**config.mk**
```make
export PLATFORM = sky130hd
export DESIGN_NAME = gtp_pll_init
export DESIGN_NICKNAME = d
export VERILOG_FILES = /design/src/rtl/gtp_pll_init.sv
export SDC_FILE = /design/constraint.sdc
export NUM_CORES = 1
export LEC_CHECK = 0
export ABC_AREA = 1
export CAP_MARGIN = 20
export CORE_MARGIN = 3
export CORE_UTILIZATION = 47
export DETAILED_ROUTE_END_ITERATION = 6
export DONT_BUFFER_PORTS = 1
export PLACE_DENSITY = 0.64
export SLEW_MARGIN = 20
export SYNTH_ARGS = -nofsm -noshare
export SYNTH_HDL_FRONTEND = slang
export SYNTH_SLANG_ARGS = --single-unit
export TNS_END_PERCENT = 1
```
**constraint.sdc**
```tcl
create_clock -name clk -period 4.95 [get_ports clk]
set_input_delay 0.7425 -clock clk [delete_from_list [all_inputs] [get_ports clk]]
set_output_delay 0.7425 -clock clk [all_outputs]
set_load 0.02 [all_outputs]
```
**src/rtl/gtp_pll_init.sv**
```systemverilog
// Power-up and reset sequencer for GTPE2 PLL0 and its TX path. It retries on lock or reset-done timeout,
// and it reports READY or a sticky FAIL. Every output is registered and decoded from the next state.
module gtp_pll_init #(
    parameter int PD_CYCLES    = 16,
    parameter int RESET_CYCLES = 32,
    parameter int LOCK_TIMEOUT = 65536,
    parameter int DONE_TIMEOUT = 65536,
    parameter int MAX_RETRIES  = 3
) (
    input  logic       clk,
    input  logic       rst,
    input  logic       pll_lock,
    input  logic       tx_resetdone,
    output logic       pll_pd,
    output logic       pll_reset,
    output logic       gttx_reset,
    output logic       ready,
    output logic       fail,
    output logic [3:0] retry_count
);

    localparam int MAX_A = (PD_CYCLES > RESET_CYCLES) ? PD_CYCLES : RESET_CYCLES;
    localparam int MAX_B = (LOCK_TIMEOUT > DONE_TIMEOUT) ? LOCK_TIMEOUT : DONE_TIMEOUT;
    localparam int MAX_P = (MAX_A > MAX_B) ? MAX_A : MAX_B;
    localparam int CW    = $clog2(MAX_P + 1);

    localparam logic [CW-1:0] PD_LAST   = CW'(PD_CYCLES - 1);
    localparam logic [CW-1:0] RST_LAST  = CW'(RESET_CYCLES - 1);
    localparam logic [CW-1:0] LOCK_LAST = CW'(LOCK_TIMEOUT - 1);
    localparam logic [CW-1:0] DONE_LAST = CW'(DONE_TIMEOUT - 1);
    localparam logic [3:0]    MAX_R     = 4'(MAX_RETRIES);

    typedef enum logic [2:0] {
        ST_POWERDOWN,
        ST_PLL_RESET,
        ST_WAIT_LOCK,
        ST_TX_RESET,
        ST_WAIT_DONE,
        ST_READY,
        ST_RETRY,
        ST_FAIL
    } state_t;

    state_t        state_q, state_d;
    logic [CW-1:0] cnt_q, cnt_d;
    logic [3:0]    retry_q, retry_d;
    logic          lock_meta_q, lock_sync_q;
    logic          done_meta_q, done_sync_q;
    logic          pll_pd_q, pll_reset_q, gttx_reset_q, ready_q, fail_q;

    always_comb begin
        state_d = state_q;
        retry_d = retry_q;
        unique case (state_q)
            ST_POWERDOWN: if (cnt_q == PD_LAST) state_d = ST_PLL_RESET;
            ST_PLL_RESET: if (cnt_q == RST_LAST) state_d = ST_WAIT_LOCK;
            ST_WAIT_LOCK: begin
                if (lock_sync_q)             state_d = ST_TX_RESET;
                else if (cnt_q == LOCK_LAST) state_d = ST_RETRY;
            end
            ST_TX_RESET: begin
                if (!lock_sync_q)           state_d = ST_RETRY;
                else if (cnt_q == RST_LAST) state_d = ST_WAIT_DONE;
            end
            ST_WAIT_DONE: begin
                if (!lock_sync_q) begin
                    state_d = ST_RETRY;
                end else if (done_sync_q) begin
                    state_d = ST_READY;
                    retry_d = 4'd0;
                end else if (cnt_q == DONE_LAST) begin
                    state_d = ST_RETRY;
                end
            end
            // Lock loss after bring-up is a normal re-lock, not a failed attempt.
            ST_READY: if (!lock_sync_q) state_d = ST_PLL_RESET;
            ST_RETRY: begin
                if (retry_q < MAX_R) begin
                    state_d = ST_PLL_RESET;
                    retry_d = (retry_q == 4'hF) ? retry_q : retry_q + 4'd1;
                end else begin
                    state_d = ST_FAIL;
                end
            end
            ST_FAIL: state_d = ST_FAIL;
            default: state_d = ST_POWERDOWN;
        endcase
        cnt_d = (state_d != state_q) ? '0 : cnt_q + 1'b1;
    end

    always_ff @(posedge clk) begin
        if (rst) begin
            state_q      <= ST_POWERDOWN;
            cnt_q        <= '0;
            retry_q      <= 4'd0;
            lock_meta_q  <= 1'b0;
            lock_sync_q  <= 1'b0;
            done_meta_q  <= 1'b0;
            done_sync_q  <= 1'b0;
            pll_pd_q     <= 1'b1;
            pll_reset_q  <= 1'b1;
            gttx_reset_q <= 1'b1;
            ready_q      <= 1'b0;
            fail_q       <= 1'b0;
        end else begin
            lock_meta_q <= pll_lock;
            lock_sync_q <= lock_meta_q;
            done_meta_q <= tx_resetdone;
            done_sync_q <= done_meta_q;
            state_q     <= state_d;
            cnt_q       <= cnt_d;
            retry_q     <= retry_d;
            // Decode from the next state so outputs change in the first cycle of that state.
            pll_pd_q     <= (state_d == ST_POWERDOWN) || (state_d == ST_FAIL);
            pll_reset_q  <= (state_d == ST_POWERDOWN) || (state_d == ST_PLL_RESET) ||
                            (state_d == ST_RETRY)     || (state_d == ST_FAIL);
            gttx_reset_q <= (state_d != ST_WAIT_DONE) && (state_d != ST_READY);
            ready_q      <= (state_d == ST_READY);
            fail_q       <= (state_d == ST_FAIL);
        end
    end

    assign pll_pd      = pll_pd_q;
    assign pll_reset   = pll_reset_q;
    assign gttx_reset  = gttx_reset_q;
    assign ready       = ready_q;
    assign fail        = fail_q;
    assign retry_count = retry_q;

endmodule

```
==> results of run 1 <==
cells by family after synthesis:
kind of cell,count (synthesis),share of synthesized area (%)
and+or+nand+nor,132,36.9
xor gates and xnor gates,13,6.79
DFF,33,39.4
buffers and inverters,39,9.70
adders and majority gates,4,2.99
AOI/OAI and AO/OA,12,4.18
sequential cells by signal, indices dropped and copies added (netlist names):
register and cells:
fail 1, pll_pd 1, ready 1, retry_count 4
lock_meta_q 1, cnt_q 17, lock_sync_q 1, state_q 3
gttx_reset 1, done_sync_q 1, pll_reset 1, done_meta_q 1
routing by layer:
metal	up-vias	track usage (%)
met1	581	22.4
met2	23	22.9
li1	727	-
met3	8	4.62
met5	-	0
met4	0	9.33
per-stage QoR:
stage	total power (uW)	worst slack, ps
after floorplan	615	2480
after global placement	650	2290
after detailed placement	651	2220
after CTS	797	2190
after global routing	861	1830
final	786	2200
where the power goes:
group | internal, uW | leakage [uW] | switching (uW)
clock network | 56.6 | 0.0000265 | 86.7
registers | 299 | 0.000268 | 52.2
logic | 95.1 | 0.000401 | 196
total | 451 | 0.000695 | 335
path summary, 6_finish.rpt:
check                end
max            pll_reset
max reg2reg    pll_reset
min          lock_sync_q
min reg2reg  lock_sync_q
cells in the final DEF, fill, tap and decap left out:
cell type                  synthesis  final
sky130_fd_sc_hd__nor2_1           39     39
sky130_fd_sc_hd__ha_1              4      4
sky130_fd_sc_hd__clkinv_2          1      1
sky130_fd_sc_hd__nand2_4           1      1
sky130_fd_sc_hd__dfxtp_1          33     33
sky130_fd_sc_hd__nor2_2           15     15
sky130_fd_sc_hd__nand3_2           2      2
sky130_fd_sc_hd__inv_2             2      2
sky130_fd_sc_hd__nor2_4            1      1
sky130_fd_sc_hd__a21boi_0          1      1
sky130_fd_sc_hd__nand3_1          15     15
sky130_fd_sc_hd__xnor2_1           5      5
sky130_fd_sc_hd__o22ai_1           1      1
sky130_fd_sc_hd__xor2_1            8      8
sky130_fd_sc_hd__o21ai_0           3      3
sky130_fd_sc_hd__nor3_1            6      6
sky130_fd_sc_hd__clkbuf_4          0      5
sky130_fd_sc_hd__nand2_1          40     40
sky130_fd_sc_hd__o21ai_2           1      1
sky130_fd_sc_hd__and3_1            1      1
sky130_fd_sc_hd__inv_1            32     32
sky130_fd_sc_hd__nand4_1           6      6
sky130_fd_sc_hd__nand2_2           4      4
sky130_fd_sc_hd__a21oi_1           5      5
sky130_fd_sc_hd__o211ai_1          1      1
sky130_fd_sc_hd__clkbuf_1          1      3
sky130_fd_sc_hd__or2_2             2      2
area by class of cell:
| cell class | count | area, um^2 |
|---|---|---|
| fillers | 338 | 1640 |
| multi-input cells | 161 | 853 |
| flip-flops and latches | 33 | 661 |
| inverters | 35 | 133 |
| well taps | 46 | 57.6 |
| clock buffers | 8 | 48.8 |
worst min-delay path, cell delays in order, from the launching register on:
cell and delay, ps:
sky130_fd_sc_hd__dfxtp_1 300, sky130_fd_sc_hd__inv_1 40, sky130_fd_sc_hd__nor2_1 30
==> results summary, run 1 <==
The global route total overflow came out at 0. Grouping stages by cell kind, the critical path spends the most delay in simple AND/OR/NAND/NOR gates. The critical path depth came out at 16. Counting the buffers created by CTS gives 5. 13 I/O pins were placed. The slowest stage of the critical path belongs to the cell sky130_fd_sc_hd__dfxtp_1. The number of gates resized after cts is 0.

The die outline area is 0.00432 mm^2. Setup repair after global routing left no endpoint under its margin. Each instance of the synthesized netlist takes up on average 7.20 um^2. The number of antenna violations at the first check in global routing came out at 0. The via count of the first global-routing pass came out at 1232.

The die is 65.7 um tall. The final net count came out at 244. The worst hold slack across all endpoints is 403 ps. The filler-free cell count of the finished design is 283.

The initial cell density of the core is 49.5%. STA puts the critical path data arrival time at 2970 ps. Clock-pin slew was measured on the worst setup and hold paths at 90 ps. Buffers added to address setup during post-CTS repair amount to 0. The number of standard cells after synthesis is 233. The wire-length estimate of the detail-placed layout is 2180 um. The worst min-delay path class is register to register. Global routing used 16.5% of the available tracks.

The worst setup path is launched from a register. The horizontal die dimension came out at 65.7 um. The class of the most critical setup path is register to register.

The period utilization came out at 55.6%. The worst hold path begins at lock_meta_q. At the later pin of the worst-skew pair, clock insertion delay measures 340 ps. The async set-reset flop share out of synthesis is 0%. The hold violation count in the final report is 0.

The endpoint required time on the critical path came out at 5170 ps. For this run, the leading register cell type out of synthesis is sky130_fd_sc_hd__dfxtp_1. For this design, the CTS-stage hold fixing added 0 buffers. Setup slack on the worst reg-to-reg path comes out at 2200 ps.

Summed over all cells, the static leakage comes to 0.000695 uW. The largest net degree at the start of global routing is 18. Dividing the detail-routed wire length by the instance count gives 10.5 um. The measured slew at the worst slew-check pin came out at 308 ps. The minimum period implied by the final worst setup slack is 2750 ps.

The placed cell area is 0.00170 mm^2. The number of enable-type register cells in the synthesized netlist is 0. The run finished with clean final reports.

The number of nets with antenna violations after detailed routing came out at 0. The fraction of post-synthesis cell area in the top cell type by area is 39.4%. The area of the core is 0.00339 mm^2. The commonest cells after synthesis are 40 x sky130_fd_sc_hd__nand2_1, 39 x sky130_fd_sc_hd__nor2_1, 33 x sky130_fd_sc_hd__dfxtp_1.

The placed cell count is 275. The diode insertion count for antenna repair is 0. The detailed-route via count came out at 1339. The worst slew margin relative to its limit is 79.4%. The critical path starts at cnt_q[0]. In the post-synthesis netlist, the cell with the most instances is sky130_fd_sc_hd__nand2_1. The detailed router finished its first iteration with 58 violations.

The relative area change from synthesis to final layout came out at 4.55%. The power per unit of standard cell area is 448 mW/mm^2. The clock tree from TritonCTS is built. By area the synthesized netlist is led by sky130_fd_sc_hd__dfxtp_1 39%, sky130_fd_sc_hd__nand2_1 9.0%, sky130_fd_sc_hd__nor2_1 8.7%, sky130_fd_sc_hd__inv_1 7.2%, sky130_fd_sc_hd__nor2_2 5.6%. The share of post-route cells with drive strength above 1 came out at 14.3%. The number of library cell types mapped by synthesis is 28. The most area-hungry cell type in the Yosys netlist is sky130_fd_sc_hd__dfxtp_1. The number of storage elements in the synthesis netlist came out at 33. The number of maximum-capacitance violations came out at 0. The first TritonRoute pass finished after 4 iterations. The final number of max-transition violations is 0.

The first global-routing pass estimated 5420 um of wire. In this run the top signal layer used is met4. The buffer levels on the longest clock path is 2.

The cell count of the worst reg-to-reg path came out at 16. The root buffer cell chosen for the clock tree is sky130_fd_sc_hd__clkbuf_4. The setup TNS after final layout is 0 ps. The summed instance area of the synthesized netlist is 0.00168 mm^2. The final cell utilization of the core came out at 51.7%. Timing would allow up to 363 MHz. Routability-driven placement finished with a final weighted congestion of 0.846.

The clock sink count is 33. The count of buffering cells on the critical path with inverters included is 2. The met3 layer wire length in the routed design is 123 um.

The overall routed net length is 2960 um. The number of instances on the worst hold path is 2. Buffers placed on the I/O ports in this run total 0. The worst register-to-register path begins at cnt_q[0]. On the worst path, the slowest cell contributes a delay of 390 ps. The peak supply drop is 0.300 mV. The area of all placed cells without fillers is 0.00175 mm^2. The floorplan has 21 rows. For this block, wires on met1 add up to 1560 um. CTS built an H-tree with a depth of 2. The total of endpoints with negative setup slack in the final report came out at 0. The post-route DRC violation count came out at 0. The routed design uses 1210 um of met2 wire. The setup skew after layout came out at 11.8 ps. Of all nets on the critical path, the largest fanout is 4. The share of the yosys chip area belonging to registers is 39.4%. When the netlist entered floorplanning its net count stood at 241. The worst setup path is captured at a register. The number of warnings reported in the yosys synthesis log is 0. The critical path goes through ha_1, nand2_1, inv_1, nand3_1, nor3_1, nand4_1, nor3_1, ha_1, nand2_1, o21ai_0, nor2_1, nand2_1, o21ai_0, inv_1, ha_1, or2_2. The via-per-instance ratio came out at 4.73.
Power figures use the tool's default switching activity.
==> run 2: changes to the inputs <==
PLACE_DENSITY = 0.66   (was 0.64)
clock period = 2.5 ns   (was 4.95 ns; I/O delays follow)
==> run 2 against run 1 <==
  * Sequential share of layout area decreased by 5.2 points
  * First-iteration DRC count increased by 14%
  * Clock skew decreased by 7.2 ps
  * Design area increased by 16%
  * Critical path depth increased by 3
  * Register-to-register slack got worse by 2100 ps
  * Total power increased by 140%
  * Flip-flop and latch count unchanged
  * Largest power group is now combinational cells
  * Setup slack got worse by 2100 ps
==> results summary, run 2 (synthesis results as in run 1) <==
The fraction of power consumed by combinational cells came out at 43.7% (+6.7 points). The number of hold buffers added after CTS is 0 (unchanged). The total of endpoints with negative setup slack in the final report came to 0 (unchanged). The net switching power came to 802 uW (+140%). The setup TNS after final layout came out at 0 ps (unchanged). The vertical die dimension is 65.7 um (unchanged). The final cell utilization of the core is 60.1% (+8.4 points).

The minimum period implied by the final worst setup slack came out at 2410 ps (-337 ps). Walking the worst path, the cells encountered are ha_4, nand2_2, inv_2, nand3_4, nor3_4, nand4_1, nor3_2, ha_2, inv_2, nand2_1, nand2_1, nand2_1, nand2_1, nand2_2, nand3_2, a21oi_1, nor2_4, nand2_4, nor2_2. The die outline area is 0.00432 mm^2 (unchanged).

The number of top-level design ports is 13 (unchanged). The buffer levels on the longest clock path is 2 (unchanged). The global route total overflow is 0 (unchanged). The via count of the first global-routing pass is 1372 (+11%).

The average wire per cell in the routed design came out at 11.4 um (+8.6%). The total area of multi-input combinational cells came out at 957 um^2 (+12%). In the layout the commonest cells are 36 x sky130_fd_sc_hd__nand2_1, 34 x sky130_fd_sc_hd__nor2_1, 31 x sky130_fd_sc_hd__dfxtp_1, 29 x sky130_fd_sc_hd__inv_1, 21 x sky130_fd_sc_hd__buf_4. The diode insertion count for antenna repair came out at 0 (unchanged).

The internal power summed over all cells came to 1050 uW (+130%). The setup skew after layout is 4.56 ps (-7.20 ps). The biggest fanout along the worst timing path is 8 (+4). The maximum single-stage delay on the critical path is 370 ps (-20 ps).

The later-pin clock latency in the skew report is 330 ps (about the same). The number of fill cells came out at 309 (-8.6%). The count of routing violations after the opening detailed-route iteration is 66 (+14%).

The total number of placement rows is 21 (unchanged). The achievable clock frequency was 414 MHz (+14%). The total clock buffers created by CTS came out at 5 (unchanged). The share of total power in the clock network came out at 18.1% (about the same). The measured slew at the worst slew-check pin is 344 ps (+36.3 ps). The worst hold path belongs to the class input pin to register. The worst slew margin relative to its limit came out at 77.0% (-2.4 points). The via-per-instance ratio came out at 4.81 (+1.7%). The worst setup path is captured at a register. The data arrival time of the critical path came out at 2640 ps (-330 ps). The share of post-route cells with drive strength above 1 came to 31.5% (+17 points). The global-route usage over all layers came out at 18.0% (+1.5 points). The register area is 663 um^2 (+0.38%). The number of antenna violations at the first check in global routing is 0 (unchanged). The static leakage is 0.000851 uW (+22%). CTS placed an instance of sky130_fd_sc_hd__clkbuf_4 at the clock tree root. The number of optimization iterations in the first detailed-route pass came out at 4 (unchanged). The setup path with the least slack is of type register to register.

The area of the core was 0.00339 mm^2 (unchanged). The worst slack at placement is -100 ps (-2320 ps). The peak supply drop is 0.882 mV (+190%). The total of buffers placed on input and output ports is 0 (unchanged).

The CTS H-tree depth is 2 (unchanged). The register bank with the most flops is cnt_q. The overall routed net length was 3480 um (+17%).

Among all stages on the critical path, the largest delay is contributed by sky130_fd_sc_hd__dfxtp_2. The cell that appears most often on the critical path is sky130_fd_sc_hd__nand2_1. Leaving out fill and tap cells, the most frequent cell in the layout is sky130_fd_sc_hd__nand2_1. The period utilization is 96.6% (+41 points). The clock sink count is 33 (unchanged). The relative contribution of sequential cells to total power was 38.1% (-6.6 points). TritonCTS built the clock tree. The number of nets with antenna violations after detailed routing was 0 (unchanged). The wire length of the first global-routing pass was 5980 um (+10%). The HPWL reported at the end of detailed placement was 2360 um (+8.4%).

The initial cell density of the core came out at 49.5% (unchanged). The clock-pin slew on the worst setup and hold paths came out at 100 ps (about the same). The launching element type of the critical path is a register.

The smallest setup slack after layout came to 85.5 ps (-2110 ps). The post-route DRC violation count is 0 (unchanged). The largest net degree at the start of global routing was 11 (-7).

The last weighted congestion value of the routability-driven placer is 0.884 (+4.6%). The relative area change from synthesis to final layout came out at 21.6%. The detailed-route via count is 1473 (+10%). The number of flip-flops under the largest register name is 17 (unchanged).

The power per unit of standard cell area came out at 908 mW/mm^2 (+100%). The endpoint required time on the critical path is 2730 ps (-2440 ps). The switching power as a share of total power is 43.3% (+0.73 points). The horizontal die dimension is 65.7 um (unchanged).

Setup repair after global routing could not meet its margin everywhere. The hold violation count in the final report is 0 (unchanged). The number of maximum-capacitance violations came out at 0 (unchanged). The final net count is 267 (+9.4%). The final number of max-transition violations is 0 (unchanged). The run finished with clean final reports.
## run 2: cell count changes in the layout (fill, tap and decap cells not counted), sizes merged
| cell | delta |
|---|---|
| buf | +21 |
| nand2 | +2 |
| clkbuf | -1 |
| clkinv | +1 |
## run 2: power by group through the flow
stage / clock network, uW / logic (uW) / registers, uW
after detailed placement: 0 / 625 / 706
final: 336 / 809 / 705
after floorplan: 0 / 543 / 675
after global placement: 0 / 622 / 705
after global routing: 380 / 906 / 714
after CTS: 351 / 744 / 704
## run 2: path summary, 6_finish.rpt
path,startpoint,endpoint,slack [ps],cells after the start
worst max register to register,cnt_q[1],cnt_q[8],90,19
worst min register to register,lock_meta_q,lock_sync_q,410,2
worst max-delay path,cnt_q[1],cnt_q[8],90,19
worst min-delay path,rst,done_sync_q,100,1
## run 2: final cells by class
cell class	instances	area share [%]
inverters	35	6.51
clock buffers	7	3.19
flip-flops and latches	33	32.5
well taps	46	2.82
clock inverters	1	0.246
multi-input cells	163	47.0
repair buffers	21	7.73
## run 2: routing by layer
metal  up-vias  part of all wire [%]  GRT usage (%)
li1        776                     -              -
met2        30                    46           27.4
met1       661                    49           24.2
met4         0                   1.4           6.99
met3         6                   4.2           4.44
met5         -                     0              0
## run 2: per-stage QoR
| stage | total power, uW | std cells | instance area (um^2) | hold WS (ps) |
|---|---|---|---|---|
| 6_report | 1850 | 306 | 2040 | 103 |
| 5_1_grt | 2000 | 306 | 2040 | 77.3 |
| 4_1_cts | 1800 | 304 | 1990 | 83.8 |
| 3_5_place_dp | 1330 | 291 | 1820 | 395 |
| 3_3_place_gp | 1330 | 291 | 1820 | 392 |
| 2_1_floorplan | 1220 | 233 | 1680 | 388 |
## run 2: worst max-delay path, delay by kind of cell (launching register included)
kind	cells	cell delay, ps
AO/OA/AOI/OAI	1	250
adder cells (fa/ha/maj)	2	360
buffers and inverters	2	110
flip-flops	1	370
AND/OR/NAND/NOR	14	1220
## run 2: timing repair
action / 4_1_cts / 5_1_grt
setup buffers: 4 / 1
resized for setup: 20 / 10
endpoints found under the setup margin: 18 / 20
pin swaps: 13 / 9
gates cloned: 1 / 1
